## src/rtl/imem_loader_pkg.sv

```systemverilog
// Shared constants for the instruction memory loader: FSM encoding and
// memory geometry.
package imem_loader_pkg;

   localparam int BYTES_PER_WORD = 4;
   localparam int IMEM_DEPTH     = 64;
   localparam int LEN_W          = 7;

   localparam logic [LEN_W-1:0] MAX_LOAD_LEN = LEN_W'(IMEM_DEPTH);

   localparam logic [2:0] ST_IDLE  = 3'd0;
   localparam logic [2:0] ST_RECV  = 3'd1;
   localparam logic [2:0] ST_WRITE = 3'd2;
   localparam logic [2:0] ST_CHECK = 3'd3;
   localparam logic [2:0] ST_DONE  = 3'd4;

   // The core must stall in every state that touches the stream or memory.
   function automatic logic is_busy_state(input logic [2:0] st);
      return (st == ST_RECV) || (st == ST_WRITE) || (st == ST_CHECK);
   endfunction

endpackage

```

## src/rtl/imem_word_packer.sv

```systemverilog
// Packs accepted bytes little-endian into a word; strobes when the fourth
// byte of a word is accepted.
module imem_word_packer
   import imem_loader_pkg::*;
#(
   parameter int DATA_W = 32
) (
   input  logic              clk,
   input  logic              rst,
   input  logic              i_clear,
   input  logic              i_byte_en,
   input  logic [7:0]        i_byte,
   output logic [DATA_W-1:0] o_word,
   output logic              o_word_done
);

   logic [1:0]        r_lane;
   logic [DATA_W-1:0] r_word;

   // Right shift: after four bytes the first one has landed in bits [7:0].
   always_ff @(posedge clk) begin
      if (rst) begin
         r_lane <= 2'd0;
         r_word <= '0;
      end else if (i_clear) begin
         r_lane <= 2'd0;
         r_word <= '0;
      end else if (i_byte_en) begin
         r_word <= {i_byte, r_word[DATA_W-1:8]};
         r_lane <= r_lane + 2'd1;
      end
   end

   assign o_word      = r_word;
   assign o_word_done = i_byte_en && (r_lane == 2'(BYTES_PER_WORD - 1));

endmodule

```

## src/rtl/imem_loader.sv

```systemverilog
// Streams bytes into the instruction memory write port, one 32-bit word per
// four bytes, then verifies a trailing XOR checksum byte.
module imem_loader
   import imem_loader_pkg::*;
#(
   parameter int                ADDR_W    = 6,
   parameter int                DATA_W    = 32,
   parameter logic [ADDR_W-1:0] BASE_ADDR = '0
) (
   input  logic              clk,
   input  logic              rst,
   input  logic              start,
   input  logic [6:0]        load_len,
   input  logic [7:0]        in_data,
   input  logic              in_valid,
   output logic              in_ready,
   output logic              imem_we,
   output logic [ADDR_W-1:0] imem_addr,
   output logic [DATA_W-1:0] imem_wdata,
   output logic              busy,
   output logic              done,
   output logic              err,
   output logic [6:0]        words_written
);

   logic [2:0]        r_state;
   logic [2:0]        w_state_next;
   logic [6:0]        r_len;
   logic [7:0]        r_csum;
   logic [ADDR_W-1:0] r_addr;
   logic [6:0]        r_ww;
   logic              r_err;
   logic              r_in_ready;
   logic              r_busy;
   logic              r_we;
   logic              r_done;

   logic              w_accept;
   logic              w_byte_en;
   logic              w_clear;
   logic              w_word_done;
   logic [6:0]        w_ww_inc;
   logic [DATA_W-1:0] w_word;

   assign w_accept  = in_valid && r_in_ready;
   assign w_byte_en = w_accept && (r_state == ST_RECV);
   assign w_clear   = (r_state == ST_IDLE) && start;
   assign w_ww_inc  = r_ww + 7'd1;

   imem_word_packer #(
      .DATA_W (DATA_W)
   ) u_packer (
      .clk         (clk),
      .rst         (rst),
      .i_clear     (w_clear),
      .i_byte_en   (w_byte_en),
      .i_byte      (in_data),
      .o_word      (w_word),
      .o_word_done (w_word_done)
   );

   always_comb begin
      w_state_next = r_state;
      case (r_state)
         ST_IDLE: begin
            if (start) begin
               if (load_len == 7'd0)               w_state_next = ST_CHECK;
               else if (load_len > MAX_LOAD_LEN)   w_state_next = ST_DONE;
               else                                w_state_next = ST_RECV;
            end
         end
         ST_RECV:  if (w_word_done) w_state_next = ST_WRITE;
         ST_WRITE: w_state_next = (w_ww_inc == r_len) ? ST_CHECK : ST_RECV;
         ST_CHECK: if (w_accept) w_state_next = ST_DONE;
         ST_DONE:  w_state_next = ST_IDLE;
         default:  w_state_next = ST_IDLE;
      endcase
   end

   // Handshake and status outputs are registered from the next state so they
   // line up with the state they describe and never depend on in_valid.
   always_ff @(posedge clk) begin
      if (rst) begin
         r_state    <= ST_IDLE;
         r_len      <= 7'd0;
         r_csum     <= 8'd0;
         r_addr     <= BASE_ADDR;
         r_ww       <= 7'd0;
         r_err      <= 1'b0;
         r_in_ready <= 1'b0;
         r_busy     <= 1'b0;
         r_we       <= 1'b0;
         r_done     <= 1'b0;
      end else begin
         r_state    <= w_state_next;
         r_in_ready <= (w_state_next == ST_RECV) || (w_state_next == ST_CHECK);
         r_busy     <= is_busy_state(w_state_next);
         r_we       <= (w_state_next == ST_WRITE);
         r_done     <= (w_state_next == ST_DONE);
         case (r_state)
            ST_IDLE: begin
               if (start) begin
                  r_len  <= load_len;
                  r_ww   <= 7'd0;
                  r_csum <= 8'd0;
                  r_addr <= BASE_ADDR;
                  r_err  <= (load_len > MAX_LOAD_LEN);
               end
            end
            ST_RECV: begin
               if (w_byte_en) r_csum <= r_csum ^ in_data;
            end
            ST_WRITE: begin
               r_addr <= r_addr + ADDR_W'(1);
               r_ww   <= w_ww_inc;
            end
            ST_CHECK: begin
               if (w_accept && (in_data != r_csum)) r_err <= 1'b1;
            end
            default: ;
         endcase
      end
   end

   assign in_ready      = r_in_ready;
   assign imem_we       = r_we;
   assign imem_addr     = r_addr;
   assign imem_wdata    = w_word;
   assign busy          = r_busy;
   assign done          = r_done;
   assign err           = r_err;
   assign words_written = r_ww;

endmodule

```

## config.mk

```make
export PLATFORM = sky130hd
export DESIGN_NAME = imem_loader
export DESIGN_NICKNAME = d
export VERILOG_FILES = /design/src/rtl/imem_loader_pkg.sv /design/src/rtl/imem_word_packer.sv /design/src/rtl/imem_loader.sv
export SDC_FILE = /design/constraint.sdc
export NUM_CORES = 1
export LEC_CHECK = 0
export ABC_AREA = 0
export BUFFER_PORTS_ARGS = -buffer_cell sky130_fd_sc_hd__buf_2
export CAP_MARGIN = 20
export CORE_MARGIN = 10
export CORE_UTILIZATION = 45
export CTS_CLUSTER_SIZE = 10
export DETAILED_ROUTE_END_ITERATION = 10
export PLACE_DENSITY = 0.71
export SETUP_SLACK_MARGIN = 0.3
export SLEW_MARGIN = 10
export SYNTH_ARGS = -nofsm -noshare
export SYNTH_HDL_FRONTEND = slang
export SYNTH_SLANG_ARGS = --single-unit
```

## constraint.sdc

```tcl
create_clock -name clk -period 5.4 [get_ports clk]
set_clock_uncertainty 0.2 [all_clocks]
set_input_delay 0.81 -clock clk [delete_from_list [all_inputs] [get_ports clk]]
set_output_delay 0.81 -clock clk [all_outputs]
set_load 0.005 [all_outputs]
```

# Yosys cells after proc, flatten, opt, wreduce, memory -nomap -nowiden

Index checks and enable logic that the tools add are counted.

Input port bits: 19
Logic and storage cells: 65
Bits in registers: 70

Reduce and logical (&&, ||, !) cells: 18
Magnitude comparators: 1
Eq/ne operators: 13
Bitwise operators: 1
Muxes and demuxes: 17
Add/subtract/negate cells: 3

Operators by type and width:

| operator                                              | number |
|---|---|
| two-way mux 8 bit                                     | 2 |
| one-hot mux 8 bit (2 select lines)                    | 1 |
| two-way mux 3 bit                                     | 5 |
| one-hot mux 7 bit (2 select lines)                    | 1 |
| equality test 3 x 2 -> 1 bit (second input constant)  | 4 |
| one-hot mux 3 bit (4 select lines)                    | 1 |
| one-hot mux 6 bit (2 select lines)                    | 1 |
| != test 8 bit                                         | 1 |
| XOR 8 bit                                             | 1 |
| adder 7 x 1 -> 7 bit (second input constant)          | 1 |
| equality test 7 bit                                   | 1 |
| greater-than comparator 7 bit (second input constant) | 1 |
| zero test 7 bit                                       | 1 |
| two-way mux 7 bit                                     | 1 |
| adder 6 x 1 -> 6 bit (second input constant)          | 1 |
| equality test 3 x 1 -> 1 bit (second input constant)  | 2 |
| two-way mux 6 bit                                     | 1 |
| AND reduction 3 bit                                   | 2 |
| nonzero test 2 bit                                    | 3 |
| logical AND 1 bit                                     | 5 |
| != test 2 bit (second input constant)                 | 2 |
| AND reduction 2 bit                                   | 2 |
| equality test 3 bit (second input constant)           | 1 |
| zero test 3 bit                                       | 1 |
| other kinds (8)                                       | 11 |

# Depth between registers and ports, before layout

Gate-level depths: netlist of the first run.

Depth in word-level cells: 8
Depth in mapped cells: 8
Mapped depth without buffers: 6

# Modules after synthesis

From an unflattened synthesis of the first run, not the netlist that was laid out.

Cells, all modules: 330
Area total of the unflattened synthesis: 3045.4 um2

Modules (own cells, without submodules):

| module           | cells each | instances | sequential area each (um2) | area an instance (um2) |
|---|---|---|---|---|
| imem_loader      | 217        | 1         | 720.7                      | 1769.2 |
| imem_word_packer | 113        | 1         | 680.7                      | 1276.2 |

# Least setup slack after synthesis of the first run

No wires, ideal clock.

Kind: input -> register
From: input port start
To: register r_busy (netlist: busy)
Data arrival time: 1934 ps
Path buffers: 1
Library setup time: 59 ps
Path slack: 3207 ps
Required time: 5141 ps
Cell stages on the path: 5
Cell sequence: or4b_4 -> buf_6 -> o32a_1 -> nand2b_4 -> nand2b_2

Word-level cells in the longest chain between the ends: 5
Elaborated cells between the ends (all ways): 7
Those cells by class: eq/ne (3); mux (2); reduce/logical (2)

RTL lines:

| what                                                                         | line                  | RTL |
|---|---|---|
| start: declaration                                                           | imem_loader.sv:12     | `input logic start,` |
| two-way mux 3 bit *                                                          | imem_loader.sv:66     | `if (start) begin` |
| one-hot mux 3 bit (4 select lines) *                                         | imem_loader.sv:64     | `case (r_state)` |
| equality test 3 x 1 -> 1 bit or equality test 3 x 2 -> 1 bit (tied branches) | imem_loader_pkg.sv:19 | `return (st == ST_RECV) \|\| (st == ST_WRITE) \|\| (st == ST_CHECK);` |
| logical OR 1 bit                                                             | imem_loader_pkg.sv:19 |  |
| logical OR 1 bit *                                                           | imem_loader_pkg.sv:19 |  |
| end signal: assignment                                                       | imem_loader.sv:97     | `r_busy <= is_busy_state(w_state_next);` |
| end: declaration                                                             | imem_loader.sv:34     | `logic r_busy;` |

Mark *: on every way between the ends. The rest lies on a longest branch, timed or not.
A chain may end at the register's enable or synchronous reset.

# Worst setup path after layout of the first run

From: register r_state[0]
To: register r_csum[7]

Word-level cells in the longest chain between the ends: 4
Elaborated cells between the ends (all ways): 8
Those cells by class: eq/ne (3); mux (1); reduce/logical (4)

RTL lines:

| what                                    | line                                  | RTL |
|---|---|---|
| start: declaration                      | imem_loader.sv:26                     | `logic [2:0] r_state;` |
| start signal: assignment                | imem_loader.sv:95                     | `r_state <= w_state_next;` |
| equality test 3 x 1 -> 1 bit            | imem_loader.sv:46, imem_loader.sv:100 |  |
| logical AND 1 bit                       | imem_loader.sv:46                     | `assign w_byte_en = w_accept && (r_state == ST_RECV);` |
| != test 2 x 1 -> 1 bit (no source line) | --                                    |  |
| AND reduction 3 bit (no source line)    | --                                    |  |
| end signal: assignment                  | imem_loader.sv:111                    | `if (w_byte_en) r_csum <= r_csum ^ in_data;` |
| end: declaration                        | imem_loader.sv:29                     | `logic [7:0] r_csum;` |

Parallel ways exist; a longest one is shown, timed or not.

==> results.cfg, run 1 <==
[sta]
tns_ns = 0
grt_setup_unrepaired = false
period_share = 0.4829
tightest_slew_ns = 0.8534
fmax_ghz = 0.3835
max_slew_margin = 0.4297
hold_violations = 0
hold-worst-slack_ns = 0.2516
drv_slew = 0
fin_crit_ns = 2.608
setup_violations = 0

[synthesis]
async_flop_share = 0
synth_top_area_frac = 0.4643
muxShareOfSynthArea = 0.003731
netlist_top_cells_area = dfxtp_1 (46%), a21oi_1 (11%), nand2_1 (11%), nor2_1 (3.4%), xnor2_1 (3.2%)
syn-num-nets = 394
synth_xor_area_frac = 0.05804
synth_top_family_by_area = simple AND/OR/NAND/NOR gates
netlist_area_um2 = 3018
synthSimpleGateAreaFrac = 0.2388
synth_compound_area_frac = 0.1758
synth_cell_types = 44
seq_area_frac_synth = 0.4643
ys_ff_latch = 70
synthAdderAreaFrac = 0.01244
synth_cells = 372
synth_area_per_cell_um2 = 8.113
synth_edf_count = 0
yosysTopAreaCell = dfxtp_1
yosysWarnings = 0
yosys_most_used_dff = dfxtp_1

[floorplan]
die_w_um = 101.9
fp-row-count = 29
boundaryPins = 69
dieArea_um2 = 10380
start_util = 0.4699
dieHeight_um = 101.9
coreArea_um2 = 6422

[worst_setup_path]
critPathMaxFanout = 40
critical_path_class = flop to flop
path_cells = or3b_1, nor2_4, nand2_1, or2_2, a21oi_1
cp-start-kind = flop
cp.arrival_ns = 2.68
timing.critical_path.to_type = flop
slowest_stage = nor2_4
cpPeakStageDelay_ns = 0.74
required_ns = 5.47

[drt]
detail-route-antenna-nets = 0
drc = 0
vias_per_cell = 5.279
dr_total_vias = 2703
wl_per_cell_um = 14.39
first_iter_violations = 139
drt_pass1_iterations = 5
drt_wl_total_mm = 7.368

[final_layout]
final_common_cell = nand2_1
syn_to_final_growth_pct = 17.21
layout.nets = 452
antenna-diode-count = 0
most-common-layout-cells = nand2_1 (87), dfxtp_1 (70), buf_2 (68)
final_util = 0.5508
final_layout_size_suffix_gt1_frac = 0.2230

[grt]
grt_use_met3 = 0.04184
grt_usage = 0.1436
met2_usage = 0.2276
grt_pass1_wl_mm = 12.09
grt_pass1_vias = 2503
grt.busiest_layer = met2
grt_overflow = 0
antenna_found_initial = 0
met1_usage = 0.1793
grt_max_degree = 41

[clock_tree]
cts_resized = 0
clk_pin_slew_worst_paths_ns = 0.08
postCtsHoldBufs = 0
cts.path.max_buffers = 2
htreeDepth = 3
postCtsSetupRepairBufs = 0
cts_buffers = 9
cts_num_sinks = 70
clockRootBuffer = clkbuf_8
clock_latency_ns = 0.34
cts_tree = done

[place]
gp_congestion = 0.8159
io_buffers = 68
hpwlAfterDp_mm = 5.226

[pwr]
ir_drop_mv = 0.1407
leakagePower_uw = 0.001424
powerDensity_nw_per_um2 = 287.4
total_power_uw = 1017

[outcome]
status = finished clean

[min_path]
hold_path_class = flop to flop

[flow_run]
max_cap_violations = 0
stage by stage:
step	instance area [µm²]	instances	setup slack [ns]
floorplan	3018	372	3.207
global placement	3339	496	2.835
detailed placement	3339	496	2.798
CTS	3537	512	2.790
global route	3537	512	2.583
finish	3537	512	2.792
layout make-up:
class	count	area, µm²
clock buffer	9	123.9
clock inverter	7	73.82
fill	609	2885
inverter	1	3.754
multi-input combinational	277	1475
sequential	70	1401
tap	77	96.34
timing repair buffer	71	362.8
metal layers:
| metal | share of wire | up-vias | wire length [µm] |
|---|---|---|---|
| met5 | 0 | - | 0 |
| met4 | 0.019 | 0 | 142 |
| met3 | 0.060 | 13 | 439 |
| met2 | 0.47 | 66 | 3487 |
| met1 | 0.45 | 1240 | 3299 |
| li1 | - | 1384 | - |
path summary, 6_finish.rpt:
kind / slack (ns) / depth (start not counted) / to / startpoint
hold / removal: 0.25 / 2 / u_packer.o_word[7] / u_packer.o_word[7]
setup / recovery: 2.79 / 5 / r_csum[7] / r_state[0]
setup reg to reg: 2.79 / 5 / r_csum[7] / r_state[0]
hold reg to reg: 0.25 / 2 / u_packer.o_word[7] / u_packer.o_word[7]
state kept, by name, summed over array words and instances, names as in the netlist:
| name | count |
|---|---|
| r_len | 7 |
| in_ready | 1 |
| imem_addr | 6 |
| r_csum | 8 |
| done | 1 |
| busy | 1 |
| err | 1 |
| u_packer.o_word | 32 |
| r_state | 3 |
| imem_we | 1 |
| u_packer.r_lane | 2 |
| words_written | 7 |
synthesized netlist by cell type, types with 2 or more instances:
cell type and instances:
nand2_1 87, and3_1 2, or3b_1 2, xor2_1 9, a21oi_1 67, buf_2 11
nand3_1 8, nand2b_1 2, or2_2 3, ha_1 3, nand3b_1 2, a21o_1 3
xnor2_1 11, nor4_1 3, a211oi_1 3, clkbuf_1 8, nor3b_1 2, o21ai_0 12
buf_6 4, nor2_1 27, nand4_1 2, dfxtp_1 70, a22oi_1 2, nor3_1 9
power by group:
part           switching [µW]  internal, µW  leakage [µW]
clock                     206           215     0.0000996
combinational            42.8          24.0      0.000759
sequential               6.17           523      0.000566
total                     255           762       0.00142
worst max-delay path: cells and delay by family (launching register included):
family,cells,cell delay (ns)
flops,1,0.45
simple gates,4,1.75
compound gates,1,0.13
logic make-up (layout without fill, tap and decap cells):
kind of cell / Yosys count / in the layout
simple gates: 158 / 158
fa+ha+maj: 3 / 3
xor+xnor: 20 / 20
buf+inv: 25 / 88
mux: 1 / 1
flops: 70 / 70
compound gates: 95 / 95
No activity file was read; power rests on OpenSTA's default activity.
==> inputs of run 2 (changes only) <==
PLACE_DENSITY = 0.74   (was 0.71)
clock period = 2.2 ns   (was 5.4 ns; I/O delays follow)
==> results.cfg, run 2 (synthesis results as in run 1) <==
[pwr]
leakagePower_uw = 0.001513
ir_drop_mv = 0.3551
p_int_uw = 1999
p_switching_uw = 636.9
pwr-share-comb = 0.069
p_seq_frac = 0.493
powerDensity_nw_per_um2 = 711.3
switching_share = 0.2416
clkPwrFrac = 0.438

[place]
hpwlAfterDp_mm = 5.400
gp_congestion = 0.8030
io_buffers = 68

[clock_tree]
clockRootBuffer = clkbuf_8
cts_num_sinks = 70
postCtsHoldBufs = 0
cts.path.max_buffers = 2
cts_tree = done
clk_pin_slew_worst_paths_ns = 0.08
htreeDepth = 3
clock_latency_ns = 0.35
cts_buffers = 9

[grt]
grt_overflow = 0
grt_usage = 0.1439
grt_pass1_vias = 2561
grt_max_degree = 35
grt_pass1_wl_mm = 12.09
antenna_found_initial = 0

[min_path]
hold_path_class = input pin to flop
whs_path_depth = 3

[worst_setup_path]
critPathMaxFanout = 11
timing.critical_path.to_type = flop
cp-start-kind = flop
r2r_cells = 4
critical_path_class = flop to flop
cp.arrival_ns = 1.92
required_ns = 2.29

[drt]
wl_per_cell_um = 14.43
detail-route-antenna-nets = 0
vias_per_cell = 5.276
wl_met2_mm = 3.597
met1Wirelength_mm = 3.418
drt_pass1_iterations = 4
drc = 0
drt_wl_total_mm = 7.577
dr_total_vias = 2770
wl_met3_um = 466
first_iter_violations = 141
topRoutingLayerUsed = met4

[final_layout]
nFillCells = 590
syn_to_final_growth_pct = 22.80
most-common-layout-cells = nand2_1 (87), buf_2 (68), a21oi_1 (67)
antenna-diode-count = 0
layout.nets = 465
largest_reg_flops = 32
final_layout_size_suffix_gt1_frac = 0.2656
final_common_cell = nand2_1

[sta]
tightest_slew_ns = 0.4188
max_slew_margin = 0.7205
fmax_ghz = 0.5476
tns_ns = 0
grt_setup_unrepaired = true
hold_violations = 0
drv_slew = 0
hold-worst-slack_ns = 0.03364
setup_violations = 0
period_share = 0.8301
fin_crit_ns = 1.826

[outcome]
status = finished clean

[flow_run]
max_cap_violations = 0

[floorplan]
dieHeight_um = 101.9
start_util = 0.4699
boundaryPins = 69
coreArea_um2 = 6422
dieArea_um2 = 10380
fp-row-count = 29
die_w_um = 101.9
-- run 2: cell count changes in the layout (fill, tap and decap cells not counted), sizes merged --
cell | previous run | this run
buf | 71 | 84
bufinv | 1 | 2
inv | 2 | 1
-- run 2: cell type report --
type,instances,area (µm²),share of cell area
multi-input cells,277,1494,0.4031
flip-flops and latches,70,1409,0.3801
repair buffers,84,480.5,0.1296
clock buffers,9,123.9,0.03342
clock inverters,7,98.84,0.02667
well taps,77,96.34,0.02600
inverters,1,3.754,0.001013
-- run 2: layer usage --
metal  vias up  GRT usage
met5         -          0
li1       1402          -
met2        87     0.2132
met4         0    0.07375
met1      1270     0.1902
met3        11    0.03576
-- run 2: final timing paths --
check	startpoint	end	slack (ns)
min	load_len[1]	r_len[1]	0.03
max reg2reg	r_state[1]	busy	0.37
min reg2reg	u_packer.o_word[6]	u_packer.o_word[6]	0.26
max	r_state[1]	busy	0.37
-- run 2: critical path, stage by stage (launching register included) --
cell,delay (ns)
dfxtp_2,0.38
or4b_4,0.61
o32a_1,0.37
nand2b_4,0.15
nand2b_2,0.06
-- run 2: through the flow --
stage / total power (µW) / util / instance area, µm² / instances / worst slack [ns]
floorplan: 1442 / - / 3018 / 372 / 0.3230
global placement: 1500 / 0.5313 / 3412 / 504 / 0.2272
detailed placement: 1504 / 0.5313 / 3412 / 504 / 0.1926
CTS: 2646 / 0.5679 / 3647 / 520 / 0.3106
global route: 2725 / 0.5771 / 3706 / 525 / 0.2970
finish: 2636 / 0.5771 / 3706 / 525 / 0.3737
-- run 2: power by group through the flow --
stage / clock network [µW] / logic, µW / registers (µW)
floorplan: 0 / 116 / 1330
global placement: 0 / 172 / 1330
detailed placement: 0 / 175 / 1330
CTS: 1170 / 178 / 1300
global route: 1220 / 200 / 1300
finish: 1160 / 181 / 1300
-- run 2: what timing repair did --
| action | in CTS | in global routing |
|---|---|---|
| pin swaps | 1 | 2 |
| setup endpoints to repair | 48 | 44 |
| gates resized for setup | 6 | 9 |
| cloned | 0 | 0 |
| setup buffers | 0 | 5 |
